==> src/rtl/robs_microseq.sv <==
`default_nettype none
// ============================================================================
// Module   : robs_microseq
// Purpose  : Microprogram sequencer. Drives uaddr into a combinational control
//            store and decodes the returned microinstruction into next-address
//            and control outputs. Define ROBS_USTACK_EN to build the CALL/RET
//            return stack.
// Revision : 1.0 - initial release
// ============================================================================
module robs_microseq #(
  parameter  int UPC_W       = 5,
  parameter  int CTRL_W      = 15,
  parameter  int NCOND       = 3,
  parameter  int STACK_DEPTH = 4,
  localparam int CSEL_W      = $clog2(NCOND + 2),
  localparam int UI_W        = CTRL_W + UPC_W + CSEL_W + 3
) (
  input  logic              clk,
  input  logic              reset,
  input  logic              start,
  input  logic [NCOND-1:0]  cond,
  input  logic [UI_W-1:0]   uinstr,
  output logic [UPC_W-1:0]  uaddr,
  output logic [CTRL_W-1:0] c,
  output logic              busy,
  output logic              done,
  output logic              err
);

  localparam logic [1:0] c_ST_IDLE = 2'd0;
  localparam logic [1:0] c_ST_RUN  = 2'd1;
  localparam logic [1:0] c_ST_DONE = 2'd2;

  localparam logic [2:0] c_OP_CJMP = 3'b000;
  localparam logic [2:0] c_OP_LDC  = 3'b001;
  localparam logic [2:0] c_OP_DJNZ = 3'b010;
  localparam logic [2:0] c_OP_CALL = 3'b011;
  localparam logic [2:0] c_OP_RET  = 3'b100;
  localparam logic [2:0] c_OP_HALT = 3'b101;

  logic [1:0]        r_state;
  logic [1:0]        w_state_nxt;
  logic              r_done;
  logic [UPC_W-1:0]  r_upc;
  logic [UPC_W-1:0]  w_upc_nxt;
  logic [UPC_W-1:0]  w_upc_inc;
  logic [UPC_W-1:0]  r_cnt;
  logic [UPC_W-1:0]  w_cnt_nxt;
  logic [CTRL_W-1:0] w_ctrl;
  logic [UPC_W-1:0]  w_target;
  logic [CSEL_W-1:0] w_csel;
  logic [2:0]        w_op;
  logic              w_cond_true;
  logic              w_launch;

  assign w_ctrl    = uinstr[CTRL_W-1:0];
  assign w_target  = uinstr[CTRL_W +: UPC_W];
  assign w_csel    = uinstr[CTRL_W+UPC_W +: CSEL_W];
  assign w_op      = uinstr[UI_W-1 -: 3];
  assign w_upc_inc = r_upc + UPC_W'(1);
  assign w_launch  = start && ((r_state == c_ST_IDLE) || (r_state == c_ST_DONE));

  assign uaddr = r_upc;
  assign done  = r_done;

  // Condition select: 0 and unused codes are false, all-ones is always true.
  always_comb begin
    w_cond_true = 1'b0;
    if (w_csel == {CSEL_W{1'b1}}) begin
      w_cond_true = 1'b1;
    end else begin
      for (int i = 0; i < NCOND; i++) begin
        if (w_csel == CSEL_W'(i + 1)) w_cond_true = cond[i];
      end
    end
  end

`ifdef ROBS_USTACK_EN
  localparam int c_SP_W  = $clog2(STACK_DEPTH + 1);
  localparam int c_IDX_W = (STACK_DEPTH > 1) ? $clog2(STACK_DEPTH) : 1;

  logic [UPC_W-1:0]  r_stack [STACK_DEPTH];
  logic [c_SP_W-1:0] r_sp;
  logic              r_err;
  logic              w_push;
  logic              w_pop;
  logic              w_err_set;
  logic              w_full;
  logic              w_empty;
  logic [UPC_W-1:0]  w_top;

  assign w_full  = (r_sp == c_SP_W'(STACK_DEPTH));
  assign w_empty = (r_sp == '0);
  assign w_top   = r_stack[c_IDX_W'(r_sp - c_SP_W'(1))];
  assign err     = r_err;

  always_ff @(posedge clk or negedge reset) begin
    if (!reset) begin
      r_sp  <= '0;
      r_err <= 1'b0;
    end else begin
      if (w_launch)    r_sp <= '0;
      else if (w_push) r_sp <= r_sp + c_SP_W'(1);
      else if (w_pop)  r_sp <= r_sp - c_SP_W'(1);
      if (w_err_set)   r_err <= 1'b1;
    end
  end

  // Stack contents survive restarts; only the pointer is cleared.
  always_ff @(posedge clk) begin
    if (w_push) r_stack[c_IDX_W'(r_sp)] <= w_upc_inc;
  end
`else
  assign err = 1'b0;
`endif

  // Next micro-PC and loop counter.
  always_comb begin
    w_upc_nxt = r_upc;
    w_cnt_nxt = r_cnt;
`ifdef ROBS_USTACK_EN
    w_push    = 1'b0;
    w_pop     = 1'b0;
    w_err_set = 1'b0;
`endif
    if (w_launch) begin
      w_upc_nxt = '0;
    end else if (r_state == c_ST_RUN) begin
      case (w_op)
        c_OP_CJMP: w_upc_nxt = w_cond_true ? w_target : w_upc_inc;
        c_OP_LDC: begin
          w_cnt_nxt = w_target;
          w_upc_nxt = w_upc_inc;
        end
        c_OP_DJNZ: begin
          if (r_cnt != '0) begin
            w_cnt_nxt = r_cnt - UPC_W'(1);
            w_upc_nxt = w_target;
          end else begin
            w_upc_nxt = w_upc_inc;
          end
        end
`ifdef ROBS_USTACK_EN
        c_OP_CALL: begin
          w_upc_nxt = w_upc_inc;
          if (w_cond_true) begin
            if (w_full) begin
              w_err_set = 1'b1;
            end else begin
              w_push    = 1'b1;
              w_upc_nxt = w_target;
            end
          end
        end
        c_OP_RET: begin
          if (w_empty) begin
            w_err_set = 1'b1;
            w_upc_nxt = w_upc_inc;
          end else begin
            w_pop     = 1'b1;
            w_upc_nxt = w_top;
          end
        end
`endif
        c_OP_HALT: w_upc_nxt = r_upc;
        default:   w_upc_nxt = w_upc_inc;
      endcase
    end
  end

  always_ff @(posedge clk or negedge reset) begin
    if (!reset) begin
      r_upc <= '0;
      r_cnt <= '0;
    end else begin
      r_upc <= w_upc_nxt;
      r_cnt <= w_cnt_nxt;
    end
  end

  // FSM: state register
  always_ff @(posedge clk or negedge reset) begin
    if (!reset) begin
      r_state <= c_ST_IDLE;
      r_done  <= 1'b0;
    end else begin
      r_state <= w_state_nxt;
      r_done  <= (w_state_nxt == c_ST_DONE);
    end
  end

  // FSM: next state
  always_comb begin
    w_state_nxt = r_state;
    case (r_state)
      c_ST_IDLE, c_ST_DONE: if (start) w_state_nxt = c_ST_RUN;
      c_ST_RUN:             if (w_op == c_OP_HALT) w_state_nxt = c_ST_DONE;
      default:              w_state_nxt = c_ST_IDLE;
    endcase
  end

  // FSM: outputs
  always_comb begin
    busy = 1'b0;
    c    = '0;
    if (r_state == c_ST_RUN) begin
      busy = 1'b1;
      c    = w_ctrl;
    end
  end

endmodule
`default_nettype wire

==> config.mk <==
export PLATFORM = sky130hd
export DESIGN_NAME = robs_microseq
export DESIGN_NICKNAME = d
export VERILOG_FILES = /design/src/rtl/robs_microseq.sv
export SDC_FILE = /design/constraint.sdc
export NUM_CORES = 1
export LEC_CHECK = 0
export BUFFER_PORTS_ARGS = -buffer_cell sky130_fd_sc_hd__buf_2
export CELL_PAD_IN_SITES_DETAIL_PLACEMENT = 1
export CELL_PAD_IN_SITES_GLOBAL_PLACEMENT = 1
export CORE_ASPECT_RATIO = 0.9
export CORE_MARGIN = 5
export CORE_UTILIZATION = 32
export CTS_CLUSTER_SIZE = 28
export DETAILED_ROUTE_END_ITERATION = 12
export PLACE_DENSITY = 0.83
export SLEW_MARGIN = 20
export SYNTH_ARGS = -nofsm -noshare
export SYNTH_HDL_FRONTEND = slang
export SYNTH_SLANG_ARGS = --single-unit
==> constraint.sdc <==
create_clock -name clk -period 3.7 [get_ports clk]
set_input_delay 0.37 -clock clk [delete_from_list [all_inputs] [get_ports clk]]
set_output_delay 0.37 -clock clk [all_outputs]
set_load 0.02 [all_outputs]
======== Word-level counts from Yosys, hierarchy flattened ========
Index checks and enable logic that the tools add are counted.
storage, ports and cells
  flip-flop bits (word level) ............. 13
  bits of input ports ..................... 32
  output and inout bits ................... 23
  logic and storage cells ................. 45
operators by class
  $add $sub $neg .......................... 2
  eq/ne operators ......................... 12
  mux-type cells .......................... 16
  bitwise gates (word level) .............. 1
  reduce and logical (&&, ||, !) cells .... 10
operators with widths
  kind                                               number
  2-to-1 mux 5 bit                                   5
  2-to-1 mux 15 bit                                  1
  one-hot mux 5 bit (3 select lines)                 1
  one-hot mux 5 bit (2 select lines)                 1
  == test 3 x 2 -> 1 bit (second input constant)     3
  == test 3 x 1 -> 1 bit (second input constant)     2
  == test 3 bit (second input constant)              2
  adder 5 x 1 -> 5 bit (second input constant)       1
  2-to-1 mux 1 bit                                   5
  nonzero test 5 bit                                 1
  subtractor 5 x 1 -> 5 bit (second input constant)  1
  == test 2 bit (second input constant)              2
  2-to-1 mux 2 bit                                   2
  inequality test 2 bit (second input constant)      2
  one-hot mux 2 bit (2 select lines)                 1
  AND reduction 4 bit                                1
  nonzero test 2 bit                                 2
  zero test 3 bit                                    1
  == test 2 x 1 -> 1 bit (second input constant)     1
  zero test 2 bit                                    1
  AND reduction 2 bit                                1
  OR reduction 2 bit                                 1
  logical AND 1 bit                                  1
  logical OR 1 bit                                   1
  inverter 1 bit                                     1

======== Longest topological paths before layout ========
  depth in word-level cells ............... 9
  gate-level depth with buffers ........... 7
  depth with buffers taken out ............ 7

======== Worst setup path before layout ========
No wires, ideal clock.
  path kind ............................... flip-flop to flip-flop
  start point ............................. register r_cnt[0]
  end point ............................... register r_cnt[2]
  library setup time ...................... 0.121 ns
  arrival time ............................ 1.873 ns
  data required time ...................... 3.579 ns
  setup slack ............................. 1.706 ns
  cell stages (with the launch flop) ...... 8
  buffers on the path ..................... 0
  period minus slack after synthesis ...... 1.994 ns
  path through ............................ dfrtp_1 inv_1 ha_1 nor4b_2 or3b_4 a211oi_4 o21ai_1 a22o_1
between the ends
  cells in the longest elaborated chain, start to end .. 3
ends and longest elaborated chain
  item                                                                              RTL line  text
  from (decl)                                                                       47        logic [UPC_W-1:0] r_cnt;
  from (signal assigned)                                                            177       r_cnt <= w_cnt_nxt;
  subtractor 5 x 1 -> 5 bit / nonzero test 5 bit (equally long branches)            137, 136
  2-to-1 mux 5 bit / inequality test 2 bit (equally long branches)                  n/a
  one-hot mux 5 bit (2 select lines) / AND reduction 4 bit (equally long branches)  n/a
Parallel ways exist; a longest one is shown, timed or not. The select of a mux whose other input is x is not followed.
A chain may end at the register's enable or synchronous reset.

======== Worst setup path after layout ========
Same ends and word-level chain as after synthesis.

==> flow_metrics.env <==
export IMPL_powerDensity_mw_per_mm2=656
export IMPL_totalPowerFinal_uw=833
export IMPL_power_share_combinational=0.578
export IMPL_cts_tree="done"
export IMPL_dr_pass1_iters=6
export IMPL_global_route_usage_met3=0.0438
export IMPL_worst_path_dominant_cell_family="compound AO/OA/AOI/OAI gates"
export IMPL_setup_viol=0
export IMPL_power_switching_uw=402
export IMPL_synth_avg_cell_area_um2=9.00
export IMPL_numPortBuffers=53
export IMPL_cts_htree_levels=1
export IMPL_global_route_peak_usage_layer="met2"
export IMPL_power_switching_share=0.483
export IMPL_critical_path_arrival_ns=2.39
export IMPL_ioPinCount=55
export IMPL_grt_pass1_wl_um=4860
export IMPL_post_cts_buffers=0
export IMPL_most_common_cell_after_layout_fill_and_taps_aside="sky130_fd_sc_hd__buf_2"
export IMPL_grt_pass1_vias=1073
export IMPL_postCtsHoldBufs=1
export IMPL_die_area_mm2=0.00411
export IMPL_rsz0062_at_grt="false"
export IMPL_antenna_found_initial=0
export IMPL_post_dp_hpwl_um=2530
export IMPL_cts_inserted_buffers=3
export IMPL_cts_max_path_buffers=2
export IMPL_min_path_cells=2
export IMPL_layout_cells_most_common_list="sky130_fd_sc_hd__buf_2 (53), sky130_fd_sc_hd__and2_1 (16), sky130_fd_sc_hd__dfrtp_1 (13)"
export IMPL_final_area_mm2=0.00127
export IMPL_cts_resized=0
export IMPL_irDropWorstVdd_mv=0.207
export IMPL_global_route_overflow_total=0
export IMPL_placed_cells=193
export IMPL_clockPowerShare=0.109
export IMPL_outcome="finished, final reports clean"
export IMPL_finish_net_count=194
export IMPL_worst_hold_path_type="in -> reg"
export IMPL_route_detailed_drc=0
export IMPL_floorplan_die_height_um=61.3
export IMPL_worst_ep_required_time_ns=3.87
export IMPL_cap_viol_max_count=0
export IMPL_pin_count_of_the_biggest_net_entering_global_routing=21
export IMPL_final_report_hold_violation_count=0
export IMPL_synth_area_um2=936
export IMPL_setup_total_negative_slack_ns=0
export IMPL_leakage_uw=0.000652
export IMPL_r2r_start="r_cnt[0]$_DFFE_PN0P_"
export IMPL_dr_first_iter_drc_count=28
export IMPL_p_int_uw=430
export IMPL_grt_use_met1=0.177
export IMPL_max_fanout_on_critical_path=10
export IMPL_drt_via_density=4.93
export IMPL_worst_clock_skew_ns=0.000642
export IMPL_ys_warnings_count=0
export IMPL_critical_path_slowest_cell="sky130_fd_sc_hd__a211oi_4"
export IMPL_tightest_slew_ns=0.519
export IMPL_final_period_minus_worst_setup_slack_ns=2.22
export IMPL_groute_usage_overall=0.156
export IMPL_initial_utilization=0.338
export IMPL_post_layout_nonfiller_instances=198
export IMPL_clock_sinks=13
export IMPL_timing_max_transition_violations_final=0
export IMPL_clock_fmax_mhz=450
export IMPL_layout_area_overhead_vs_synth_pct=35.6
export IMPL_criticalPathCategory="reg -> reg"
export IMPL_layout_cell_share_with_drive_strength_beyond_1=0.386
export IMPL_cts_clk_slew_worst_paths_ns=0.08
export IMPL_slew_limit_headroom=0.654
export IMPL_worstPathBufferInverterCount=1
export IMPL_timing_reg2reg_setup_slack_ns=1.48
export IMPL_synthDistinctLibCells=34
export IMPL_postSynthRegisterBits=13
export IMPL_postPlaceCellArea_mm2=0.00123
export IMPL_power_share_sequential=0.313
export IMPL_groute_layer_met2_usage=0.279
export IMPL_synth_sequential_area_ratio=0.348
export IMPL_critical_path_max_stage_delay_ns=0.46
export IMPL_ant_nets=0
export IMPL_die_w_um=67.0
export IMPL_startpoint_type="flop"
export IMPL_postSynthNetCount=139
export IMPL_timing_hold_worst_start="uinstr[18]"
export IMPL_routed_wl_um=2970
export IMPL_timing_critical_path_to_type="flop"
export IMPL_std_cell_rows=18
export IMPL_clock_tree_root_cell="sky130_fd_sc_hd__clkbuf_4"
export IMPL_r2r_worst_path_cells=7
export IMPL_min_to="uaddr[3]$_DFFE_PN0P_"
export IMPL_synthesis_instances=104
export IMPL_worst_skew_pair_late_latency_ns=0.28
export IMPL_design_core_area_mm2=0.00277
export IMPL_antenna_cells_inserted=0
export IMPL_wl_per_cell_um=15.0
export IMPL_final_critical_path_share_of_the_clock_period=0.600
export IMPL_crit_chain="inv_1, ha_1, nor4b_2, or3b_4, a211oi_4, o21ai_1, a22o_1"
export IMPL_via_count=977
export IMPL_place_gp_congestion=0.738
export IMPL_crit_reg_reg_endpoint="r_cnt[2]$_DFFE_PN0P_"
==> logic make-up after synthesis <==
| kind of cell | count (synthesis) | synth area share |
|---|---|---|
| and+or+nand+nor | 49 | 0.307 |
| AOI/OAI and AO/OA | 24 | 0.217 |
| DFF | 13 | 0.348 |
| buffers and inverters | 10 | 0.0441 |
| adders and majority gates | 3 | 0.0401 |
| xor gates and xnor gates | 2 | 0.0187 |
| muxes | 2 | 0.0214 |
| other | 1 | 0.00401 |
==> layout make-up <==
type | count | area [um^2]
Fill cell | 360 | 1500
Sequential cell | 13 | 325
Tap cell | 40 | 50.0
Timing Repair Buffer | 54 | 275
Clock buffer | 4 | 26.3
Inverter | 6 | 22.5
Multi-Input combinational cell | 81 | 569
==> worst reg2reg max path, stage by stage, from the launching register on <==
cell and delay [ns]:
sky130_fd_sc_hd__dfrtp_1 0.40, sky130_fd_sc_hd__inv_1 0.08, sky130_fd_sc_hd__ha_1 0.19, sky130_fd_sc_hd__nor4b_2 0.18
sky130_fd_sc_hd__or3b_4 0.39, sky130_fd_sc_hd__a211oi_4 0.46, sky130_fd_sc_hd__o21ai_1 0.15, sky130_fd_sc_hd__a22o_1 0.26
==> power by group through the flow <==
stage	Clock, uW	Sequential [uW]	Combinational [uW]
CTS	95.3	261	488
global route	106	270	529
global placement	0	258	466
detailed placement	0	263	485
finish	90.6	261	481
floorplan	0	278	310
==> flip-flops by register name, indices dropped and copies added, names as in the netlist <==
name     count
done         1
r_cnt        5
r_state      2
uaddr        5
==> through the flow <==
stage / util / setup WS [ns] / hold slack, ns
after global routing: 0.458 / 1.35 / 0.319
after floorplan: - / 1.71 / 0.0744
after CTS: 0.458 / 1.48 / 0.325
after global placement: 0.445 / 1.63 / 0.270
after detailed placement: 0.445 / 1.50 / 0.281
final: 0.458 / 1.48 / 0.339
==> synthesized netlist by cell type <==
library cell | instances | area share
sky130_fd_sc_hd__a2111oi_4 | 1 | 0.029
sky130_fd_sc_hd__a211oi_4 | 1 | 0.021
sky130_fd_sc_hd__a21o_1 | 1 | 0.0080
sky130_fd_sc_hd__a21oi_1 | 2 | 0.011
sky130_fd_sc_hd__a221o_1 | 2 | 0.021
sky130_fd_sc_hd__a22o_1 | 4 | 0.037
sky130_fd_sc_hd__and2_1 | 16 | 0.11
sky130_fd_sc_hd__and2_4 | 1 | 0.0094
sky130_fd_sc_hd__and4bb_1 | 1 | 0.013
sky130_fd_sc_hd__buf_4 | 1 | 0.0080
sky130_fd_sc_hd__clkbuf_1 | 3 | 0.012
sky130_fd_sc_hd__conb_1 | 1 | 0.0040
sky130_fd_sc_hd__dfrtp_1 | 13 | 0.35
sky130_fd_sc_hd__ha_1 | 3 | 0.040
sky130_fd_sc_hd__inv_1 | 6 | 0.024
sky130_fd_sc_hd__mux2i_1 | 2 | 0.021
sky130_fd_sc_hd__nand2_1 | 11 | 0.044
sky130_fd_sc_hd__nand2b_1 | 2 | 0.013
sky130_fd_sc_hd__nand3_1 | 5 | 0.027
sky130_fd_sc_hd__nand3b_1 | 1 | 0.0080
sky130_fd_sc_hd__nand4_1 | 1 | 0.0067
sky130_fd_sc_hd__nor2_1 | 4 | 0.016
sky130_fd_sc_hd__nor3_1 | 2 | 0.011
sky130_fd_sc_hd__nor4_1 | 2 | 0.013
sky130_fd_sc_hd__nor4b_2 | 1 | 0.016
sky130_fd_sc_hd__nor4bb_1 | 1 | 0.011
sky130_fd_sc_hd__o211a_1 | 1 | 0.011
sky130_fd_sc_hd__o211ai_1 | 2 | 0.016
sky130_fd_sc_hd__o21a_1 | 2 | 0.016
sky130_fd_sc_hd__o21ai_0 | 3 | 0.016
sky130_fd_sc_hd__o21ai_1 | 4 | 0.021
sky130_fd_sc_hd__o31ai_1 | 1 | 0.0080
sky130_fd_sc_hd__or3b_4 | 1 | 0.012
sky130_fd_sc_hd__xnor2_1 | 2 | 0.019
==> metal layers <==
metal	part of all wire	routed length [um]	up-vias
met2	0.56	1670	26
met3	0.048	144	4
li1	-	-	475
met1	0.37	1110	472
met5	0	0	-
met4	0.015	44	0
==> worst max-delay path by stage <==
stage	startpoint	slack, ns	cells past startpoint	endpoint
detailed placement	r_cnt[0]$_DFFE_PN0P_	1.50	7	r_cnt[2]$_DFFE_PN0P_
global route	r_cnt[0]$_DFFE_PN0P_	1.35	7	r_cnt[2]$_DFFE_PN0P_
CTS	r_cnt[0]$_DFFE_PN0P_	1.48	7	r_cnt[2]$_DFFE_PN0P_
global placement	r_cnt[0]$_DFFE_PN0P_	1.63	7	r_cnt[3]$_DFFE_PN0P_
floorplan	r_cnt[0]$_DFFE_PN0P_	1.71	7	r_cnt[2]$_DFFE_PN0P_
finish	r_cnt[0]$_DFFE_PN0P_	1.48	7	r_cnt[2]$_DFFE_PN0P_
Power figures use the tool's default switching activity.
